--- config.mk ---
export PLATFORM = sky130hd
export DESIGN_NAME = mnist_pixel_frame_binarizer
export DESIGN_NICKNAME = d
export VERILOG_FILES = /design/src/rtl/mnist_pixel_frame_binarizer.sv
export SDC_FILE = /design/constraint.sdc
export NUM_CORES = 2
export LEC_CHECK = 0
export CELL_PAD_IN_SITES_DETAIL_PLACEMENT = 1
export CELL_PAD_IN_SITES_GLOBAL_PLACEMENT = 1
export CORE_UTILIZATION = 41
export CTS_CLUSTER_SIZE = 25
export DETAILED_ROUTE_END_ITERATION = 10
export GPL_ROUTABILITY_DRIVEN = 0
export HOLD_SLACK_MARGIN = 0.15
export PLACE_DENSITY_LB_ADDON = 0.1
export SYNTH_ARGS = -nofsm -noshare
export SYNTH_HDL_FRONTEND = slang
export SYNTH_SLANG_ARGS = --single-unit
--- constraint.sdc ---
create_clock -name clk -period 2.1 [get_ports clk]
set_input_delay 0.525 -clock clk [delete_from_list [all_inputs] [get_ports clk]]
set_output_delay 0.525 -clock clk [all_outputs]
set_load 0.02 [all_outputs]
--- src/rtl/mnist_pixel_frame_binarizer.sv ---
// Binarizes a serial 8-bit pixel stream into a double-buffered NUM_PIXELS-bit frame.
// Optional framing check (in_last / err_len) enabled by defining FRAME_LAST_CHECK_EN.
module mnist_pixel_frame_binarizer #(
  parameter int NUM_PIXELS = 784,
  parameter int PIXEL_W    = 8,
  parameter int THRESHOLD  = 128,
  parameter int CNT_W      = 10
) (
  input  logic                  clk,
  input  logic                  rst_n,
  input  logic [PIXEL_W-1:0]    in_pixel,
  input  logic                  in_valid,
  output logic                  in_ready,
  output logic [NUM_PIXELS-1:0] out_frame,
  output logic                  out_valid,
  input  logic                  out_ready,
`ifdef FRAME_LAST_CHECK_EN
  input  logic                  in_last,
  output logic                  err_len,
`endif
  output logic [15:0]           frames_out
);

  typedef enum logic [0:0] {FILL = 1'b0, HOLD = 1'b1} state_t;

  localparam logic [CNT_W-1:0] LAST_IDX = CNT_W'(NUM_PIXELS - 1);

  state_t                state_q, state_d;
  logic [CNT_W-1:0]      cnt_q, cnt_d;
  logic [NUM_PIXELS-1:0] fill_q, fill_d;
  logic [NUM_PIXELS-1:0] out_frame_q, out_frame_d;
  logic                  out_valid_q, out_valid_d;
  logic [15:0]           frames_q, frames_d;
  logic                  err_q, err_d;

  logic accept_s;
  logic slot_free_s;
  logic pix_bit_s;
  logic is_last_s;

  assign in_ready    = (state_q == FILL);
  assign accept_s    = in_valid && in_ready;
  assign slot_free_s = !out_valid_q || out_ready;
  assign pix_bit_s   = (in_pixel >= PIXEL_W'(THRESHOLD));
  assign is_last_s   = (cnt_q == LAST_IDX);

  // Next-state, fill and output-slot logic.
  always_comb begin
    state_d     = state_q;
    cnt_d       = cnt_q;
    fill_d      = fill_q;
    out_frame_d = out_frame_q;
    out_valid_d = out_valid_q && !out_ready;
    err_d       = 1'b0;
    case (state_q)
      FILL: begin
        if (accept_s) begin
          fill_d[cnt_q] = pix_bit_s;
          if (is_last_s) begin
            // Slot free: the completed frame (including this bit) goes straight out.
            if (slot_free_s) begin
              out_frame_d = fill_d;
              out_valid_d = 1'b1;
              cnt_d       = {CNT_W{1'b0}};
            end else begin
              state_d = HOLD;
            end
`ifdef FRAME_LAST_CHECK_EN
            err_d = !in_last;
`endif
          end else begin
`ifdef FRAME_LAST_CHECK_EN
            if (in_last) begin
              cnt_d = {CNT_W{1'b0}};
              err_d = 1'b1;
            end else begin
              cnt_d = cnt_q + CNT_W'(1);
            end
`else
            cnt_d = cnt_q + CNT_W'(1);
`endif
          end
        end else begin
          cnt_d = cnt_q;
        end
      end
      HOLD: begin
        if (slot_free_s) begin
          out_frame_d = fill_q;
          out_valid_d = 1'b1;
          cnt_d       = {CNT_W{1'b0}};
          state_d     = FILL;
        end else begin
          state_d = HOLD;
        end
      end
      default: begin
        state_d = FILL;
        cnt_d   = {CNT_W{1'b0}};
      end
    endcase
  end

  // Consumed-frame counter, wraps naturally at 16 bits.
  always_comb begin
    frames_d = frames_q;
    if (out_valid_q && out_ready) begin
      frames_d = frames_q + 16'd1;
    end else begin
      frames_d = frames_q;
    end
  end

  // State and output registers.
  always_ff @(posedge clk or negedge rst_n) begin
    if (!rst_n) begin
      state_q     <= FILL;
      cnt_q       <= {CNT_W{1'b0}};
      fill_q      <= {NUM_PIXELS{1'b0}};
      out_frame_q <= {NUM_PIXELS{1'b0}};
      out_valid_q <= 1'b0;
      frames_q    <= 16'd0;
      err_q       <= 1'b0;
    end else begin
      state_q     <= state_d;
      cnt_q       <= cnt_d;
      fill_q      <= fill_d;
      out_frame_q <= out_frame_d;
      out_valid_q <= out_valid_d;
      frames_q    <= frames_d;
      err_q       <= err_d;
    end
  end

  assign out_frame  = out_frame_q;
  assign out_valid  = out_valid_q;
  assign frames_out = frames_q;
`ifdef FRAME_LAST_CHECK_EN
  assign err_len = err_q;
`else
  logic unused_err_s;
  assign unused_err_s = err_q;
`endif

endmodule

== Word level (Yosys, flattened, before mapping) ==
Index checks and enable logic that the tools add are counted.

* Register bits after elaboration: 1596
* Latch bits: 0
* Bits in writable memories: 0
* ROM bits: 0
* Logic and storage cells: 46
* Memories: 0

* Add/sub/neg operators: 2
* Multiply operators: 0
* Div/mod/pow operators: 0
* Order comparisons: 3
* Eq/ne operators: 5
* Shifts and indexed selects: 0
* Multiplexer cells: 20
* Bitwise gates (word level): 1
* Reductions and logical operators: 9

{| class="wikitable"
|+ Operator list
! cell !! count
|-
| $mux 784 || 4
|-
| $pmux 784 s2 || 1
|-
| $bwmux 784 || 1
|-
| $mux 10 || 3
|-
| $pmux 10 s2 || 1
|-
| $add 16x1->16 const B || 1
|-
| $lt 10x11->1 const B || 1
|-
| $add 10x1->10 const B || 1
|-
| $demux 1 s10 || 1
|-
| $eq 10x10->1 const B || 1
|-
| $ge 10x1->1 const B || 1
|-
| $ge 8x8->1 const B || 1
|-
| $ne 2x1->1 const B || 4
|-
| $mux 1 || 7
|-
| $logic_and 1x1->1 || 4
|-
| $pmux 1 s2 || 2
|-
| $reduce_and 4->1 || 1
|-
| $logic_not 1->1 || 2
|-
| $reduce_and 2->1 || 1
|-
| $logic_or 1x1->1 || 1
|-
| $not 1->1 || 1
|}

== Logic depth before layout (Yosys ltp) ==
* Depth in word-level cells: 9
* Depth in mapped cells: 9

== Least setup slack after synthesis ==
OpenSTA, ideal clock, no wires.

* Path kind: register -> register
* From: register cnt_q[0]
* To: register out_frame_q[544], in the netlist out_frame[544]
* Setup time: 128 ps
* Arrival: 2120 ps
* Data required time: 1972 ps
* Slack: -148 ps
* Stages on the path, launching flop included: 10
* Buffers on the path: 3
* Cell sequence: dfrtp_1 -> inv_1 -> ha_1 -> nor2b_1 -> buf_2 -> buf_2 -> clkbuf_1 -> nand4_1 -> mux2_1 -> mux2_1

* Word-level cells in the longest chain between the ends: 9
* Elaborated cells between the ends (all ways): 13

{| class="wikitable"
|+ Ends and longest elaborated chain
! item !! line !! source
|-
| start, declared || 29 || <nowiki>logic [CNT_W-1:0] cnt_q, cnt_d;</nowiki>
|-
| start signal, assigned || 118 || <nowiki>cnt_q <= {CNT_W{1'b0}};</nowiki>
|-
| start signal, assigned || 126 || <nowiki>cnt_q <= cnt_d;</nowiki>
|-
| $lt 10x11->1 (not written as such) or $ge 10x1->1 (tied branches) || 58 || <nowiki>fill_d[cnt_q] = pix_bit_s;</nowiki>
|-
| $logic_and 1x1->1 (not written as such) || 58 ||
|-
| $mux 1 (not written as such) || 58 ||
|-
| $demux 1 s10 || 58 ||
|-
| $bwmux 784 || 58 ||
|-
| $mux 784 || 61 || <nowiki>if (slot_free_s) begin</nowiki>
|-
| $mux 784 || 59 || <nowiki>if (is_last_s) begin</nowiki>
|-
| $mux 784 || 57 || <nowiki>if (accept_s) begin</nowiki>
|-
| $pmux 784 s2 || 55 || <nowiki>case (state_q)</nowiki>
|-
| end signal, assigned || 120 || <nowiki>out_frame_q <= {NUM_PIXELS{1'b0}};</nowiki>
|-
| end signal, assigned || 128 || <nowiki>out_frame_q <= out_frame_d;</nowiki>
|-
| end, declared || 31 || <nowiki>logic [NUM_PIXELS-1:0] out_frame_q, out_frame_d;</nowiki>
|}

Parallel ways exist; a longest one is shown, timed or not. The select of a mux whose other input is x is not followed.
A chain may end at the register's enable or synchronous reset.

== Worst setup path in the final report ==
* From: register cnt_q[1]
* To: register out_frame_q[321], in the netlist out_frame[321]

The elaborated chain is that of the path after synthesis.

==> results.tsv <==
metric	value	unit
Post-Place Cell Area	98100	um^2
GRT overflow	0	
initial drt markers	9102	
area growth from synthesis to layout	36.7	%
cell area after synthesis	78900	um^2
Least-Margin Pin Slew	0.657	ns
min cycle time layout	2.58	ns
Critical Path Stages	9	
IR drop worst, VDD	700	uV
Max Cap Viol	0	
total power	87.0	mW
Critical Path End Type	register	
latest clock arrival within the worst-skew pair	0.87	ns
worst reg-to-reg setup slack	-0.48	ns
I/O pin cnt	814	
largest net degree at the start of global routing	98	
Post-synth EDFFs	0	
Setup WS post-layout	-0.481	ns
area of the multi-input gates	36100	um^2
Total GRT Usage	0.407	
first-pass GRT wire length	568000	um
critical path type	reg -> reg	
final-report hold violation count	0	
clock-pin transition on the worst setup and hold timing paths	0.07	ns
FP Rows	160	
WP buf/inv	4	
cts bufs inserted	180	
CP Launch Type	register	
asr flop ratio synth	1.00	
htree depth	4	
WP data required	2.83	ns
clock tree buffer depth	3	
ranking of synthesized cells by area	dfrtp_1 (51%), mux2_1 (11%), mux2_2 (11%), nand4_1 (6.0%), nand3_1 (5.1%)	
endpoints failing setup	2176	
WL per Instance	36.2	um
Slew headroom	0.564	
worst path cell trace	ha_4 -> and4b_4 -> a41oi_4 -> nor2_4 -> buf_12 -> buf_16 -> buf_16 -> clkbuf_16 -> mux2_1	
Syn. warnings	0	
Core Region	191000	um^2
CP arrival	3.31	ns
ANT nets after route	0	
R2R cell count	9	
Slew Viols, Final	0	
Top delay family on crit path	buffers and inverters	
Worst R2R End	out_frame[321]	
commonest non-fill, non-tap cells in the layout	dfrtp_1 (1590), nand2_1 (823), nand3_1 (796), o21ai_0 (792), nand4_1 (753)	
fillers	19580	
die area	194000	um^2
pre-CTS setup slack	-0.751	ns
post-synth top area cell	dfrtp_1	
most common cell after layout, fill and taps aside	dfrtp_1	
fmax	387	MHz
Setup Skew	0.0429	ns
number of distinct library cells after synthesis	57	
Synth Flop Type	dfrtp_1	
IO Port Bufs	806	
final period utilization	1.23	
Root Driver	clkbuf_16	
die width	441	um
crit-path most repeated cell	buf_16	
RSZ-0062 raised after global routing	yes	
initial antenna violation count	46	
reg2reg start	cnt_q[1]	
pwr dens	807	nW/um^2
failing checks	negative setup slack	
clock sink total	1596	
crit-path max cell delay	0.42	ns
Yosys top cell area share	0.506	
setup TNS	-583.77	ns
vias	73234	
Slowest-stage cell, CP	dfrtp_1	
Max FO, Critical Path	9	
# DRC	0	
syn nets	7507	
nets	8547	
worst min path class	in -> async	
status	finished with violations	
Initial Utilization	0.414	
P_leak	52.6	nW
CTS tree	built	
die height	441	um
final wirelength	406000	um
final core occ	0.566	
Final Cell Area	108000	um^2
critical path launch point	cnt_q[1]	
Mapped Cells	7490	
vias in the first global route	74182	
share of layout cells above drive strength 1	0.267	
DR vias/cell	6.54	
register area share after synthesis	0.506	
Detail Placement HPWL	262000	um
Post-Syn Area per Cell	10.5	um^2
drt first pass iters	8	
Yosys reg bits	1596	
FF+latch area	40000	um^2
crit path to	out_frame[321]	
[cell type report]
type                       count  area share
antenna                       17    0.000394
clock buffer                 257      0.0489
clock inverter                72     0.00938
inverter                       6    0.000244
multi-input combinational   4972       0.335
sequential                  1596       0.370
tap                         2511      0.0291
timing repair buffer        1774       0.206
[power breakdown]
part / total, mW / internal (mW) / switching (mW) / leakage [nW]
combinational: 21.1 / 7.37 / 13.7 / 27.3
sequential: 31.9 / 31.5 / 0.418 / 22.2
clock: 34.1 / 19.8 / 14.3 / 3.08
[routing by layer]
layer | part of all wire | track usage | wire length, um
met1 | 0.38 | 0.528 | 154000
met5 | 0.00060 | 0.00248 | 242
met2 | 0.43 | 0.597 | 177000
met4 | 0.079 | 0.283 | 32200
met3 | 0.10 | 0.0998 | 42600
[worst min path at each step]
stage | end | slack, ns | cells after the start
2_1_floorplan | cnt_q[0] | 0.23 | 0
3_3_place_gp | out_frame[694] | 0.43 | 1
3_5_place_dp | out_frame[716] | 0.43 | 1
4_1_cts | fill_q[351] | 0.18 | 4
5_1_grt | fill_q[70] | 0.23 | 4
6_report | out_frame[722] | 0.22 | 2
[synthesized netlist by cell type (all sizes together) (9+ instances only)]
cell type  count
nand4        753
nor2          61
o21ai        792
nand2        848
dfrtp       1596
and3          10
nand3        801
mux2        1566
clkbuf       526
nor4          37
xnor2         11
nor2b          9
buf          390
[registers in the layout, indices dropped and copies added, names as in the netlist]
name	flops
fill_q	784
out_frame	784
frames_out	16
cnt_q	10
out_valid	1
state_q	1
[through the flow]
step / std cells / hold slack, ns
finish: 11205 / 0.218
global route: 11190 / 0.229
CTS: 11156 / 0.178
detailed placement: 10714 / 0.432
global placement: 10714 / 0.431
floorplan: 7490 / 0.229
[worst register-to-register path, stage by stage, from the launching register on]
cell       delay [ns]
dfrtp_1          0.42
ha_4             0.20
and4b_4          0.27
a41oi_4          0.22
nor2_4           0.16
buf_12           0.19
buf_16           0.21
buf_16           0.23
clkbuf_16        0.22
mux2_1           0.33
[what timing repair did]
item | in CTS | in global routing
hold buffers | 1 | 0
pin swaps | 26 | 10
endpoints found under the hold margin | 915 | 0
setup endpoints to repair | 2156 | 2257
buffers inserted | 69 | 16
gates resized for setup | 356 | 109
gates cloned | 45 | 20
[cell families (layout without fill, tap and decap cells)]
group	Yosys count	in the layout	share of synthesized area
simple gates	2571	2571	0.165
other cells	0	17	0
xor+xnor	15	15	0.00166
compound gates	811	811	0.0523
mux	1570	1570	0.224
buf+inv	922	2109	0.0503
fa+ha+maj	5	5	0.000793
flops	1596	1596	0.506
Power figures use the tool's default switching activity.
